**src/rtl/writeback_queue_if.sv**
```systemverilog
// Purpose: handshake, register-file write port and forwarding-lookup signals of
//          the register write-back queue, bundled as one interface.
// Signals:
//   in_valid/in_ready/in_reg/in_data  write-back request handshake
//   drain_en                          register-file write port available
//   RegWrite/WriteRegister/WriteData  register-file write port (queue head)
//   lookup_reg1/2, lookup_hit1/2,
//   lookup_data1/2                    read-address forwarding
//   count                             occupied queue entries
// Modports: master = request/regfile side, slave = queue.
interface writeback_queue_if #(
    parameter int unsigned DEPTH      = 4,
    parameter int unsigned DATA_WIDTH = 32,
    parameter int unsigned ADDR_WIDTH = 5
);
    localparam int unsigned CNT_W = $clog2(DEPTH) + 1;

    logic                  in_valid;
    logic                  in_ready;
    logic [ADDR_WIDTH-1:0] in_reg;
    logic [DATA_WIDTH-1:0] in_data;
    logic                  drain_en;
    logic                  RegWrite;
    logic [ADDR_WIDTH-1:0] WriteRegister;
    logic [DATA_WIDTH-1:0] WriteData;
    logic [ADDR_WIDTH-1:0] lookup_reg1;
    logic                  lookup_hit1;
    logic [DATA_WIDTH-1:0] lookup_data1;
    logic [ADDR_WIDTH-1:0] lookup_reg2;
    logic                  lookup_hit2;
    logic [DATA_WIDTH-1:0] lookup_data2;
    logic [CNT_W-1:0]      count;

    modport master (
        output in_valid, in_reg, in_data, drain_en, lookup_reg1, lookup_reg2,
        input  in_ready, RegWrite, WriteRegister, WriteData,
               lookup_hit1, lookup_data1, lookup_hit2, lookup_data2, count
    );

    modport slave (
        input  in_valid, in_reg, in_data, drain_en, lookup_reg1, lookup_reg2,
        output in_ready, RegWrite, WriteRegister, WriteData,
               lookup_hit1, lookup_data1, lookup_hit2, lookup_data2, count
    );
endinterface

```
**src/rtl/writeback_queue.sv**
```systemverilog
// Purpose: circular FIFO of pending register write-backs feeding the single
//          write port of the register file, with newest-value forwarding for
//          both register-file read addresses.
// Ports:
//   Clk    clock, rising edge
//   Rst_n  synchronous active-low reset; discards all pending writes
//   bus    writeback_queue_if.slave (request handshake, regfile write port,
//          two lookup ports, occupancy count)
// Optional feature: define WRITEBACK_QUEUE_COALESCE_EN to merge a request into
//   the youngest entry when it targets the same register (tail not popping).
module writeback_queue #(
    parameter int unsigned DEPTH      = 4,
    parameter int unsigned DATA_WIDTH = 32,
    parameter int unsigned ADDR_WIDTH = 5
) (
    input  logic                Clk,
    input  logic                Rst_n,
    writeback_queue_if.slave    bus
);
    localparam int unsigned PTR_W = $clog2(DEPTH);
    localparam int unsigned CNT_W = PTR_W + 1;

    logic [ADDR_WIDTH-1:0] reg_q  [DEPTH];
    logic [ADDR_WIDTH-1:0] reg_d  [DEPTH];
    logic [DATA_WIDTH-1:0] data_q [DEPTH];
    logic [DATA_WIDTH-1:0] data_d [DEPTH];
    logic [PTR_W-1:0]      rd_ptr_q, rd_ptr_d;
    logic [PTR_W-1:0]      wr_ptr_q, wr_ptr_d;
    logic [CNT_W-1:0]      count_q,  count_d;

    logic [PTR_W-1:0]      tail_ptr;
    logic                  not_empty;
    logic                  full;
    logic                  pop;
    logic                  coalesce;
    logic                  in_ready;
    logic                  accept;
    logic                  push;
    logic                  merge;

    assign not_empty = (count_q != '0);
    assign full      = (count_q == CNT_W'(DEPTH));
    assign tail_ptr  = wr_ptr_q - PTR_W'(1);

    // Head goes to the regfile whenever the port is free; gated by reset so a
    // discarded entry can never be captured on the reset edge.
    assign pop = Rst_n & not_empty & bus.drain_en;

`ifdef WRITEBACK_QUEUE_COALESCE_EN
    // Merge only into a tail that survives this edge (not the sole popping entry).
    assign coalesce = not_empty
                    & (bus.in_reg != '0)
                    & (reg_q[tail_ptr] == bus.in_reg)
                    & ~(pop & (count_q == CNT_W'(1)));
`else
    assign coalesce = 1'b0;
`endif

    assign in_ready = ~full | pop | coalesce;
    assign accept   = bus.in_valid & in_ready;
    // $zero requests are consumed without occupying an entry.
    assign push     = accept & (bus.in_reg != '0) & ~coalesce;
    assign merge    = accept & coalesce;

    // Next-state for storage, pointers and occupancy.
    always_comb begin
        reg_d    = reg_q;
        data_d   = data_q;
        rd_ptr_d = rd_ptr_q;
        wr_ptr_d = wr_ptr_q;
        count_d  = count_q;

        if (push) begin
            reg_d[wr_ptr_q]  = bus.in_reg;
            data_d[wr_ptr_q] = bus.in_data;
            wr_ptr_d         = wr_ptr_q + PTR_W'(1);
        end
        if (merge) begin
            data_d[tail_ptr] = bus.in_data;
        end
        if (pop) begin
            rd_ptr_d = rd_ptr_q + PTR_W'(1);
        end

        case ({push, pop})
            2'b10:   count_d = count_q + CNT_W'(1);
            2'b01:   count_d = count_q - CNT_W'(1);
            default: count_d = count_q;
        endcase
    end

    // State registers with synchronous reset.
    always_ff @(posedge Clk) begin
        if (!Rst_n) begin
            rd_ptr_q <= '0;
            wr_ptr_q <= '0;
            count_q  <= '0;
            for (int i = 0; i < int'(DEPTH); i++) begin
                reg_q[i]  <= '0;
                data_q[i] <= '0;
            end
        end else begin
            rd_ptr_q <= rd_ptr_d;
            wr_ptr_q <= wr_ptr_d;
            count_q  <= count_d;
            reg_q    <= reg_d;
            data_q   <= data_d;
        end
    end

    // Scan oldest to youngest over occupied slots; the last match wins, so the
    // newest pending value is forwarded. The popping head still counts.
    function automatic logic [DATA_WIDTH:0] lookup(input logic [ADDR_WIDTH-1:0] addr);
        logic [DATA_WIDTH:0] res;
        logic [PTR_W-1:0]    idx;
        res = '0;
        idx = '0;
        for (int k = 0; k < int'(DEPTH); k++) begin
            idx = rd_ptr_q + PTR_W'(k);
            if ((CNT_W'(k) < count_q) && (addr != '0) && (reg_q[idx] == addr)) begin
                res = {1'b1, data_q[idx]};
            end
        end
        return res;
    endfunction

    logic [DATA_WIDTH:0] look1;
    logic [DATA_WIDTH:0] look2;

    always_comb begin
        look1 = lookup(bus.lookup_reg1);
        look2 = lookup(bus.lookup_reg2);
    end

    assign bus.lookup_hit1   = look1[DATA_WIDTH];
    assign bus.lookup_data1  = look1[DATA_WIDTH-1:0];
    assign bus.lookup_hit2   = look2[DATA_WIDTH];
    assign bus.lookup_data2  = look2[DATA_WIDTH-1:0];

    assign bus.in_ready      = in_ready;
    assign bus.RegWrite      = pop;
    assign bus.WriteRegister = reg_q[rd_ptr_q];
    assign bus.WriteData     = data_q[rd_ptr_q];
    assign bus.count         = count_q;
endmodule
```
**src/flat_wrapper.sv**
```systemverilog
// flat-port wrapper written by rule: the top's interface ports become plain ports
module writeback_queue_flat 
#(
    parameter int unsigned DEPTH      = 4,
    parameter int unsigned DATA_WIDTH = 32,
    parameter int unsigned ADDR_WIDTH = 5
)
  (Clk, Rst_n, bus_in_valid, bus_in_reg, bus_in_data, bus_drain_en, bus_lookup_reg1, bus_lookup_reg2, bus_in_ready, bus_RegWrite, bus_WriteRegister, bus_WriteData, bus_lookup_hit1, bus_lookup_data1, bus_lookup_hit2, bus_lookup_data2, bus_count);
  writeback_queue_if #(.DEPTH(DEPTH), .DATA_WIDTH(DATA_WIDTH), .ADDR_WIDTH(ADDR_WIDTH)) bus_i ();
  input  logic Clk;
  input  logic Rst_n;
  input wire logic [$bits(bus_i.in_valid)-1:0] bus_in_valid;
  input wire logic [$bits(bus_i.in_reg)-1:0] bus_in_reg;
  input wire logic [$bits(bus_i.in_data)-1:0] bus_in_data;
  input wire logic [$bits(bus_i.drain_en)-1:0] bus_drain_en;
  input wire logic [$bits(bus_i.lookup_reg1)-1:0] bus_lookup_reg1;
  input wire logic [$bits(bus_i.lookup_reg2)-1:0] bus_lookup_reg2;
  output wire logic [$bits(bus_i.in_ready)-1:0] bus_in_ready;
  output wire logic [$bits(bus_i.RegWrite)-1:0] bus_RegWrite;
  output wire logic [$bits(bus_i.WriteRegister)-1:0] bus_WriteRegister;
  output wire logic [$bits(bus_i.WriteData)-1:0] bus_WriteData;
  output wire logic [$bits(bus_i.lookup_hit1)-1:0] bus_lookup_hit1;
  output wire logic [$bits(bus_i.lookup_data1)-1:0] bus_lookup_data1;
  output wire logic [$bits(bus_i.lookup_hit2)-1:0] bus_lookup_hit2;
  output wire logic [$bits(bus_i.lookup_data2)-1:0] bus_lookup_data2;
  output wire logic [$bits(bus_i.count)-1:0] bus_count;
  assign bus_i.in_valid = bus_in_valid;
  assign bus_i.in_reg = bus_in_reg;
  assign bus_i.in_data = bus_in_data;
  assign bus_i.drain_en = bus_drain_en;
  assign bus_i.lookup_reg1 = bus_lookup_reg1;
  assign bus_i.lookup_reg2 = bus_lookup_reg2;
  assign bus_in_ready = bus_i.in_ready;
  assign bus_RegWrite = bus_i.RegWrite;
  assign bus_WriteRegister = bus_i.WriteRegister;
  assign bus_WriteData = bus_i.WriteData;
  assign bus_lookup_hit1 = bus_i.lookup_hit1;
  assign bus_lookup_data1 = bus_i.lookup_data1;
  assign bus_lookup_hit2 = bus_i.lookup_hit2;
  assign bus_lookup_data2 = bus_i.lookup_data2;
  assign bus_count = bus_i.count;
  writeback_queue #(.DEPTH(DEPTH), .DATA_WIDTH(DATA_WIDTH), .ADDR_WIDTH(ADDR_WIDTH)) u_core (.Clk(Clk), .Rst_n(Rst_n), .bus(bus_i));
endmodule
```
**config.mk**
```make
export PLATFORM = sky130hd
export DESIGN_NAME = writeback_queue_flat
export DESIGN_NICKNAME = d
export VERILOG_FILES = /design/src/rtl/writeback_queue_if.sv /design/src/rtl/writeback_queue.sv /design/src/flat_wrapper.sv
export SDC_FILE = /design/constraint.sdc
export NUM_CORES = 1
export LEC_CHECK = 0
export BUFFER_PORTS_ARGS = -buffer_cell sky130_fd_sc_hd__buf_2
export CORE_MARGIN = 10
export CORE_UTILIZATION = 24
export CTS_CLUSTER_SIZE = 25
export DETAILED_ROUTE_END_ITERATION = 10
export PLACE_DENSITY = 0.52
export SYNTH_ARGS = -nofsm -noshare
export SYNTH_HDL_FRONTEND = slang
export SYNTH_SLANG_ARGS = --single-unit
export TNS_END_PERCENT = 1
```
**constraint.sdc**
```tcl
create_clock -name Clk -period 2.6 [get_ports Clk]
set_input_delay 0.13 -clock Clk [delete_from_list [all_inputs] [get_ports Clk]]
set_output_delay 0.13 -clock Clk [all_outputs]
set_load 0.1 [all_outputs]
```
Word-level counts from Yosys, hierarchy flattened
Index checks and enable logic that the tools add are counted.
{"block": "word_totals", "regBits": 155, "inputBits": 51, "out_inout_bits": 108}
{"block": "op_classes", "add_sub_neg": 6, "n_lt_le_gt_ge": 10, "n_eq_ne": 11, "n_mux": 39, "bitwise_logic": 11, "reduce_logical": 22}
{"cell": "2-to-1 mux 32 bit", "count": 9}
{"cell": "2-to-1 mux 33 bit", "count": 8}
{"cell": "binary-select mux 32 bit (select 2 bit)", "count": 4}
{"cell": "bitwise mux 128 bit", "count": 1}
{"cell": "demux 32 bit (select 2 bit)", "count": 1}
{"cell": "2-to-1 mux 5 bit", "count": 9}
{"cell": "binary-select mux 5 bit (select 2 bit)", "count": 4}
{"cell": "equality test 5 bit", "count": 8}
{"cell": "bitwise mux 20 bit", "count": 1}
{"cell": "logical AND 1 bit", "count": 17}
{"cell": "greater-or-equal comparator 3 bit, second input constant", "count": 5}
{"cell": "NOT 2 -> 3 bit", "count": 5}
{"cell": "nonzero test 5 bit", "count": 3}
{"cell": "demux 5 bit (select 2 bit)", "count": 1}
{"cell": "less-than comparator 1 x 3 -> 1 bit, first input constant", "count": 2}
{"cell": "less-than comparator 2 x 3 -> 1 bit, first input constant", "count": 2}
{"cell": "one-hot mux 3 bit (2 select lines)", "count": 1}
{"cell": "adder 2 x 1 -> 2 bit, second input constant", "count": 2}
{"cell": "adder 2 bit, second input constant", "count": 2}
{"cell": "bitwise AND 1 bit", "count": 4}
{"cell": "adder 3 x 1 -> 3 bit, second input constant", "count": 1}
{"cell": "equality test 3 bit, second input constant", "count": 1}
{"cell": "less-than comparator 3 x 1 -> 1 bit, second input constant", "count": 1}
{"cell": "nonzero test 3 bit", "count": 1}
{"cell": "6 further kinds", "count": 6}

Logic depth before layout (Yosys ltp)
Gate-level depths: netlist of run 1.
{"block": "logic_depth", "word_depth": 10, "ltp_mapped": 13, "depth_no_buf": 9}

Worst setup path before layout of run 1
OpenSTA, ideal clock, no wires.
{"block": "synth_timing", "path_kind": "reg-to-output", "from": "register u_core.rd_ptr_q[0]", "to": "output bus_lookup_data2[31]", "arrival_time_ns": 5.489, "t_required_ns": 2.470, "slack_ns": -3.019, "stages_incl_launch_ff": 10, "path_buffers": 2, "path_cell_list": "dfxtp_1 -> buf_6 -> buf_6 -> mux2i_1 -> mux2i_1 -> xor2_1 -> or4_4 -> nor2_1 -> mux2i_1 -> a211oi_1"}
{"block": "synth_between", "elab_chain_len": 10, "elab_cells_between_ends": 43, "classes_between": "add/sub (3); eq/ne (4); mux (28); bitwise (4); reduce/logical (4)"}
{"element": "start: declaration", "line": "writeback_queue.sv:27", "text": "logic [PTR_W-1:0] rd_ptr_q, rd_ptr_d;"}
{"element": "start signal: assignment", "line": "writeback_queue.sv:103", "text": "rd_ptr_q <= rd_ptr_d;"}
{"element": "NOT 2 -> 3 bit"}
{"element": "binary-select mux 5 bit (select 2 bit)"}
{"element": "2-to-1 mux 5 bit (2 in series)"}
{"element": "net bus_WriteRegister[1]", "line": "flat_wrapper.sv:20", "text": "output wire logic [$bits(bus_i.WriteRegister)-1:0] bus_WriteRegister;"}
{"element": "equality test 5 bit", "line": "writeback_queue.sv:120", "text": "if ((CNT_W'(k) < count_q) && (addr != '0) && (reg_q[idx] == addr)) begin"}
{"element": "logical AND 1 bit", "line": "writeback_queue.sv:120"}
{"element": "2-to-1 mux 33 bit (4 in series)", "line": "writeback_queue.sv:120"}
{"element": "end: declaration", "line": "flat_wrapper.sv:25", "text": "output wire logic [$bits(bus_i.lookup_data2)-1:0] bus_lookup_data2;"}
The timed path passes the listed nets, and every way through them passes these cells. The select of a mux whose other input is x is not followed.

Worst setup path in the final report of run 1
{"block": "layout_timing", "from": "register u_core.rd_ptr_q[0]", "to": "output bus_lookup_data2[31]"}
{"block": "layout_between", "elab_chain_len": 10, "elab_cells_between_ends": 43, "classes_between": "add/sub (3); eq/ne (4); mux (28); bitwise (4); reduce/logical (4)"}
{"element": "adder 2 x 1 -> 2 bit or NOT 2 -> 3 bit (tied branches)", "line": "writeback_queue.sv:119, writeback_queue.sv:120, writeback_queue.sv:121"}
{"element": "NOT 2 -> 3 bit (not written as such) or binary-select mux 5 bit (select 2 bit) (tied branches)", "line": "writeback_queue.sv:120, writeback_queue.sv:121"}
{"element": "binary-select mux 5 bit (select 2 bit) or 2-to-1 mux 5 bit (tied branches)", "line": "writeback_queue.sv:120"}
{"element": "2-to-1 mux 5 bit (not written as such)", "line": "writeback_queue.sv:120"}
{"element": "2-to-1 mux 5 bit (not written as such) or equality test 5 bit (tied branches)", "line": "writeback_queue.sv:120"}
{"element": "equality test 5 bit or logical AND 1 bit (tied branches)", "line": "writeback_queue.sv:120"}
{"element": "logical AND 1 bit or 2-to-1 mux 33 bit (tied branches)", "line": "writeback_queue.sv:120"}
{"element": "2-to-1 mux 33 bit (2 in series)", "line": "writeback_queue.sv:120"}
{"element": "2-to-1 mux 33 bit (*)", "line": "writeback_queue.sv:120"}
Mark *: on every way between the ends. The rest lies on a longest branch, timed or not. The select of a mux whose other input is x is not followed.

==> metrics.txt, run 1 <==
run status finished with violations; violations in the final reports negative setup slack; cells traversed along the worst timing path buf_6 -> mux4_2 -> xnor2_2 -> nand4_1 -> or4_4 -> buf_6 -> nor2_4 -> mux2i_4 -> a211oi_4 -> buf_12; site row count 81; antenna-violating nets left 0; TritonCTS clock tree built; global-route wire length before repair 70.18 mm; GRT Overall Usage 0.1546; clock tree skew after final layout 0.008840 ns; DRC violation count after routing 0; P&R area growth vs syn 57.44%; buffer cell driving the clock tree root clkbuf_16; max-capacitance violation count 0; accumulated negative setup slack -54.24 ns; share of post-route cells with drive strength above 1 0.3968; most numerous cell in the Yosys netlist nand2_1; total iterations of the first detailed-routing run 5; launch point of the worst hold path bus_drain_en; filler instances 4760; sequential cell area fraction in the yosys report 0.2642; detailed-route vias per instance 5.081; most used flip-flop cell after synthesis dfxtp_1; most repeated library cell on the critical path buf_6; count of routing violations after the opening detailed-route iteration between 700 and 800; core area 48650 µm²; number of flops mapped to enable cells by yosys 0; total grt overflow 0; horizontal die dimension around 240 µm; leakage dissipation between 0.006 and 0.007 µW; CTS clk-pin slew, worst paths 0.07 ns; CTS max path bufs 2; Ant. Diodes 0; Routed wire per std cell 19.61 µm; startpoint type of the worst setup path flop; Total Nets Final roughly 1700; relative slew slack 0.4154; Finish-stage setup viols 85; Comb power frac 0.377; clock period minus final worst setup slack 3.495 ns; critical path's largest stage delay between 0.6 and 0.7 ns; start-to-end type of the worst setup path reg2out; top-level I/O count roughly 160; number of standard cells after synthesis 1362; pwr/cell area around 440 nW/µm²; via count 11675; final clock period utilization by the worst path 1.344; post-synth top area cell dfxtp_1; Final Hold Viols 0; number of global-route vias before repair between 10000 and 15000; HPWL after detailed placement 32.59 mm; number of storage elements in the synthesis netlist 155; number of clock sinks 155; number of H-tree levels 4; worst r2r dst u_core.reg_q[3]; maximum clock frequency 286.1 MHz; async set-or-reset flop fraction in the synthesized netlist 0; total CTS buffers 17; worst-margin pin slew between 0.8 and 0.9 ns; CP top delay family simple AND/OR/NAND/NOR gates; commonest cells in the netlist 369 x nand2_1, 155 x dfxtp_1, 149 x a21boi_0; part of the total power dissipated in the clock network 0.300; endpoint required time on the critical path 2.47 ns; maximum fanout encountered on the critical timing path 5; relative contribution of sequential cells to total power 0.323; internal power contribution 5057 µW; Starting Density 0.2414; Total Wirelength about 45 mm; cell depth of the worst min-delay path 5; portion of synthesized cell area occupied by the leading cell type 0.2642; maximum number of pins on one net before global-route repair 101; register-to-register setup slack 0.38 ns; Avg Synthesized Cell Area ~8.6 µm²; area of all sequential standard cells about 3100 µm²; number of buffer and inverter instances along the worst setup path 3; Reg2Reg Launch Point u_core.bus.count[0]; synthesized area 11740 µm²; worst endpoint data arrival time 3.36 ns; final estimated routing congestion in global placement about 0.9; antenna violations before repair 2; worst min-delay path class in2reg; number of buffers added on ports roughly 160; smallest setup slack after layout -0.8949 ns; largest cells by area after synthesis dfxtp_1 26%, mux4_2 14%, nand2_1 12%; Worst R2R Path Depth 9; master of the slowest instance on the critical path or4_4; die extent in y 241.2 µm; kind of end point of the critical path primary output; total area of multi-input combinational cells 9334 µm²; count of cell types in the netlist 54; IR Drop Worst-Case VDD between 400 and 500 µV; net switching power figure 3049 µW; setup repair after global routing missed its margin true; yosys warns 0; worst min-delay path endpoint u_core.rd_ptr_q[0]; switching fraction of total power 0.3762; later-pin clock latency in the skew report 0.45 ns; Final Power 8106 µW; area of the die 58180 µm²; post-synthesis net count 1422; max-slew violations 0
tightest hold or removal path: stages:
cell and delay, ns:
buf_2 0.10, nand2_1 0.10, a21oi_2 0.07, xor2_1 0.14
and2_1 0.16
per-layer routing:
metal | vias to the layer above | GRT usage | share of wire
li1 | 5527 | - | -
met1 | 5798 | 0.2064 | 0.46
met2 | 295 | 0.2517 | 0.47
met3 | 51 | 0.02831 | 0.052
met4 | 4 | 0.04020 | 0.019
met5 | - | 0 | 0.00049
sequential cells by signal, indices dropped and copies added (netlist names):
name and flops:
u_core.data_q 128, u_core.reg_q 20, u_core.bus.count 3, u_core.rd_ptr_q 2
u_core.wr_ptr_q 2
metrics by stage:
step           cell area, µm²  worst slack, ns  utilization  std cells  hold WS, ns
3_5_place_dp            16940          -0.4152       0.3483       2223       0.4234
2_1_floorplan           12660          -0.8294            -       1362       0.2749
3_3_place_gp            16940          -0.4140       0.3483       2223       0.4170
4_1_cts                 18170          -0.9099       0.3734       2295       0.2471
5_1_grt                 18490           -1.004       0.3801       2298       0.2964
6_report                18490          -0.8949       0.3801       2298       0.2867
power by group through the flow:
stage | Clock (µW) | Sequential (µW) | Combinational [µW]
floorplan | 0 | 2690 | 1830
global placement | 0 | 2660 | 2810
detailed placement | 0 | 2670 | 2840
CTS | 2490 | 2610 | 2980
global route | 2590 | 2630 | 3230
finish | 2430 | 2620 | 3060
worst max-delay path by stage:
stage | start | endpoint | cells after the start
detailed placement | u_core.rd_ptr_q[0] | bus_lookup_data1[30] | 10
CTS | u_core.rd_ptr_q[0] | bus_lookup_data1[30] | 11
global route | u_core.rd_ptr_q[0] | bus_lookup_data2[14] | 11
global placement | u_core.rd_ptr_q[0] | bus_lookup_data1[30] | 10
floorplan | u_core.rd_ptr_q[0] | bus_lookup_data2[31] | 9
finish | u_core.rd_ptr_q[0] | bus_lookup_data2[31] | 10
layout make-up:
cell class	count	area share
Timing Repair Buffer	412	0.2526
Clock buffer	20	0.02362
Inverter	9	0.002098
Clock inverter	12	0.006429
Sequential cell	155	0.1684
Multi-Input combinational cell	1068	0.5048
Tap cell	622	0.04209
logic make-up (layout without fill, tap and decap cells):
| kind of cell | Yosys count | count (layout) | share of synthesized area |
|---|---|---|---|
| AO/OA/AOI/OAI | 357 | 357 | 0.2259 |
| XOR/XNOR | 49 | 49 | 0.03654 |
| adder cells (fa/ha/maj) | 9 | 9 | 0.009589 |
| buffers and inverters | 139 | 453 | 0.05316 |
| flip-flops | 155 | 155 | 0.2642 |
| multiplexers | 198 | 198 | 0.2520 |
| AND/OR/NAND/NOR | 455 | 455 | 0.1586 |
cells in the final DEF, fill, tap and decap left out, drive strengths merged, types with 29 or more instances in the layout:
cell type,count
nor2,40
nand2,369
a21boi,149
o21ai,36
a21oi,62
dfxtp,155
mux2,31
xnor2,43
mux2i,92
dlygate4sd3,37
o221ai,29
buf,375
mux4,75
what timing repair did:
action | 4_1_cts | 5_1_grt
pin swaps | 8 | 19
gates resized for setup | 83 | 71
hold endpoints to repair | 148 | 0
hold buffers | 37 | 0
buffers inserted | 3 | 3
setup endpoints to repair | 98 | 97
(Power assumes the default switching activity.)
==> run 2, diff against run 1 <==
Settings changed: MAX_ROUTING_LAYER set to met4.
==> run 2 against run 1 <==
Compared with the run above: the flow still finishes with violations (negative setup slack); first-iteration DRC count is 1.8% higher; count of clock-buffer cells in the layout decreased by 1; utilization is essentially flat; non-clock buffer count is 4 higher; critical path type unchanged; critical endpoint unchanged; largest cell class unchanged.
==> metrics.txt, run 2 (synthesized netlist as in run 1, its figures left out) <==
max-slew violations 0; top-level I/O count 159; detailed-route vias per instance 5.104; part of the total power dissipated in the clock network 0.316; launch point of the worst hold path bus_drain_en; Final Hold Viols 0; switching fraction of total power 0.3660; CTS clk-pin slew, worst paths 0.06 ns; Largest register FFs 128; count of routing violations after the opening detailed-route iteration about 800; clock period minus final worst setup slack 3.415 ns; number of H-tree levels 4; endpoint required time on the critical path 2.47 ns; critical path's largest stage delay 0.57 ns; startpoint type of the worst setup path flop; IR Drop Worst-Case VDD roughly 400 µV; Finish-stage setup viols 85; maximum clock frequency about 290 MHz; accumulated negative setup slack -49.77 ns; die extent in y 241.2 µm; via count 11749; pwr/cell area roughly 450 nW/µm²; Comb power frac 0.367; top library cells by usage in the layout, fill and taps aside 365 x nand2_1, 184 x buf_4, 151 x dfxtp_1, 149 x a21boi_0, 121 x buf_12; most common cell after layout, fill and taps aside nand2_1; worst min-delay path endpoint u_core.rd_ptr_q[1]; clock tree skew after final layout slightly below 0.01 ns; max-capacitance violation count 0; worst setup slack after placement -0.3860 ns; final estimated routing congestion in global placement 0.8949; start-to-end type of the worst setup path reg2out; internal power contribution 5226 µW; final instance count without filler cells 2302; site row count 81; CP top delay family buffers and inverters; total grt overflow 0; P&R area growth vs syn 57.45%; register-to-register setup slack between 0.3 and 0.4 ns; worst endpoint data arrival time 3.28 ns; worst r2r dst u_core.data_q[70]; area of the die 58180 µm²; cell depth of the worst min-delay path 6; summed area of non-filler cells in the final layout 18490 µm²; number of clock sinks roughly 160; antenna-violating nets left 0; net switching power figure 3017 µW; master of the slowest instance on the critical path or4_4; number of global-route vias before repair 11923; filler instances 4830; relative slew slack 0.4003; HPWL after detailed placement between 30 and 40 mm; violations in the final reports negative setup slack; total iterations of the first detailed-routing run 5; core area 48650 µm²; setup repair after global routing missed its margin true; CTS max path bufs 2; relative contribution of sequential cells to total power 0.317; global-route wire length before repair 71.13 mm; buffer cell driving the clock tree root clkbuf_16; total area of multi-input combinational cells 9254 µm²; antenna violations before repair 2; Starting Density 0.2414; final clock period utilization by the worst path 1.313; number of buffers added on ports roughly 160; cells traversed along the worst timing path buf_12 -> buf_12 -> mux2i_2 -> buf_4 -> buf_4 -> mux2i_4 -> xor2_1 -> or4_4 -> buf_4 -> nor2_1 -> mux2i_1 -> a211oi_4 -> buf_12; final core area utilization 0.3801; horizontal die dimension 241.2 µm; leakage dissipation 0.006195 µW; share of post-route cells with drive strength above 1 0.3876; number of cells on the critical path 13; area post-placement 16910 µm²; run status finished with violations; DRC violation count after routing 0; worst-margin pin slew 0.8995 ns; smallest setup slack after layout -0.8149 ns; area of all sequential standard cells a little over 3000 µm²; total CTS buffers 17; TritonCTS clock tree built; Reg2Reg Launch Point u_core.bus.count[0]; kind of end point of the critical path primary output; placed cell count 2220; register bank with the most flops u_core.data_q; Total Nets Final 1727; GRT Overall Usage 0.1620; number of buffer and inverter instances along the worst setup path 6; maximum fanout encountered on the critical timing path 12; Routed wire per std cell roughly 20 µm; Worst R2R Path Depth 9; worst min-delay path class in2reg; maximum number of pins on one net before global-route repair 100; Total Wirelength between 40 and 50 mm; later-pin clock latency in the skew report between 0.4 and 0.5 ns
run 2: layout make-up:
type | count | share of cell area
clock inverter | 10 | 0.007850
tap | 622 | 0.04209
sequential | 155 | 0.1684
timing repair buffer | 416 | 0.2546
clock buffer | 19 | 0.02395
antenna | 3 | 0.0004060
multi-input combinational | 1068 | 0.5005
inverter | 9 | 0.002233
run 2: power by group through the flow:
stage          clock network, µW  logic (µW)  registers [µW]
6_report                    2610        3020            2620
3_3_place_gp                   0        2800            2660
4_1_cts                     2680        3000            2610
5_1_grt                     2760        3190            2630
3_5_place_dp                   0        2830            2670
2_1_floorplan                  0        1830            2690
run 2: how the worst max path moves through the flow:
stage                        from                    to  slack, ns
2_1_floorplan  u_core.rd_ptr_q[0]  bus_lookup_data2[31]      -0.83
3_3_place_gp   u_core.rd_ptr_q[0]   bus_lookup_data2[2]      -0.39
6_report       u_core.rd_ptr_q[0]  bus_lookup_data2[31]      -0.81
3_5_place_dp   u_core.rd_ptr_q[0]  bus_lookup_data1[16]      -0.39
4_1_cts        u_core.rd_ptr_q[0]  bus_lookup_data1[14]      -0.86
5_1_grt        u_core.rd_ptr_q[0]  bus_lookup_data1[30]      -0.93
run 2: metrics by stage:
stage          hold WS (ns)  total power [µW]
2_1_floorplan        0.2749              4523
5_1_grt              0.3219              8588
3_3_place_gp         0.4173              5463
3_5_place_dp         0.4246              5508
6_report             0.2836              8243
4_1_cts              0.2640              8293
run 2: timing repair:
item | in CTS | in global routing
endpoints found under the hold margin | 148 | 0
gates resized for setup | 89 | 27
pin swaps | 18 | 17
endpoints found under the setup margin | 98 | 98
hold buffers | 37 | 0
setup buffers | 6 | 4
cloned | 1 | 2
run 2: worst register-to-register path, cell delays in order (launching register included):
cell and delay [ns]:
dfxtp_2 0.41, inv_1 0.10, ha_1 0.25, nand3_2 0.11, o311a_1 0.25, buf_4 0.25, and2_2 0.21, buf_4 0.29
nand2_1 0.10, a21boi_0 0.18
run 2: metal layers:
layer  global-route usage  part of all wire  routed length (µm)  up-vias
li1                     -                 -                   -     5532
met1               0.2070              0.46               21030     5849
met2               0.2567              0.47               21760      307
met3              0.02626             0.048                2238       61
met4              0.05353             0.025                1166        0
met5                    -                 0                   0        -
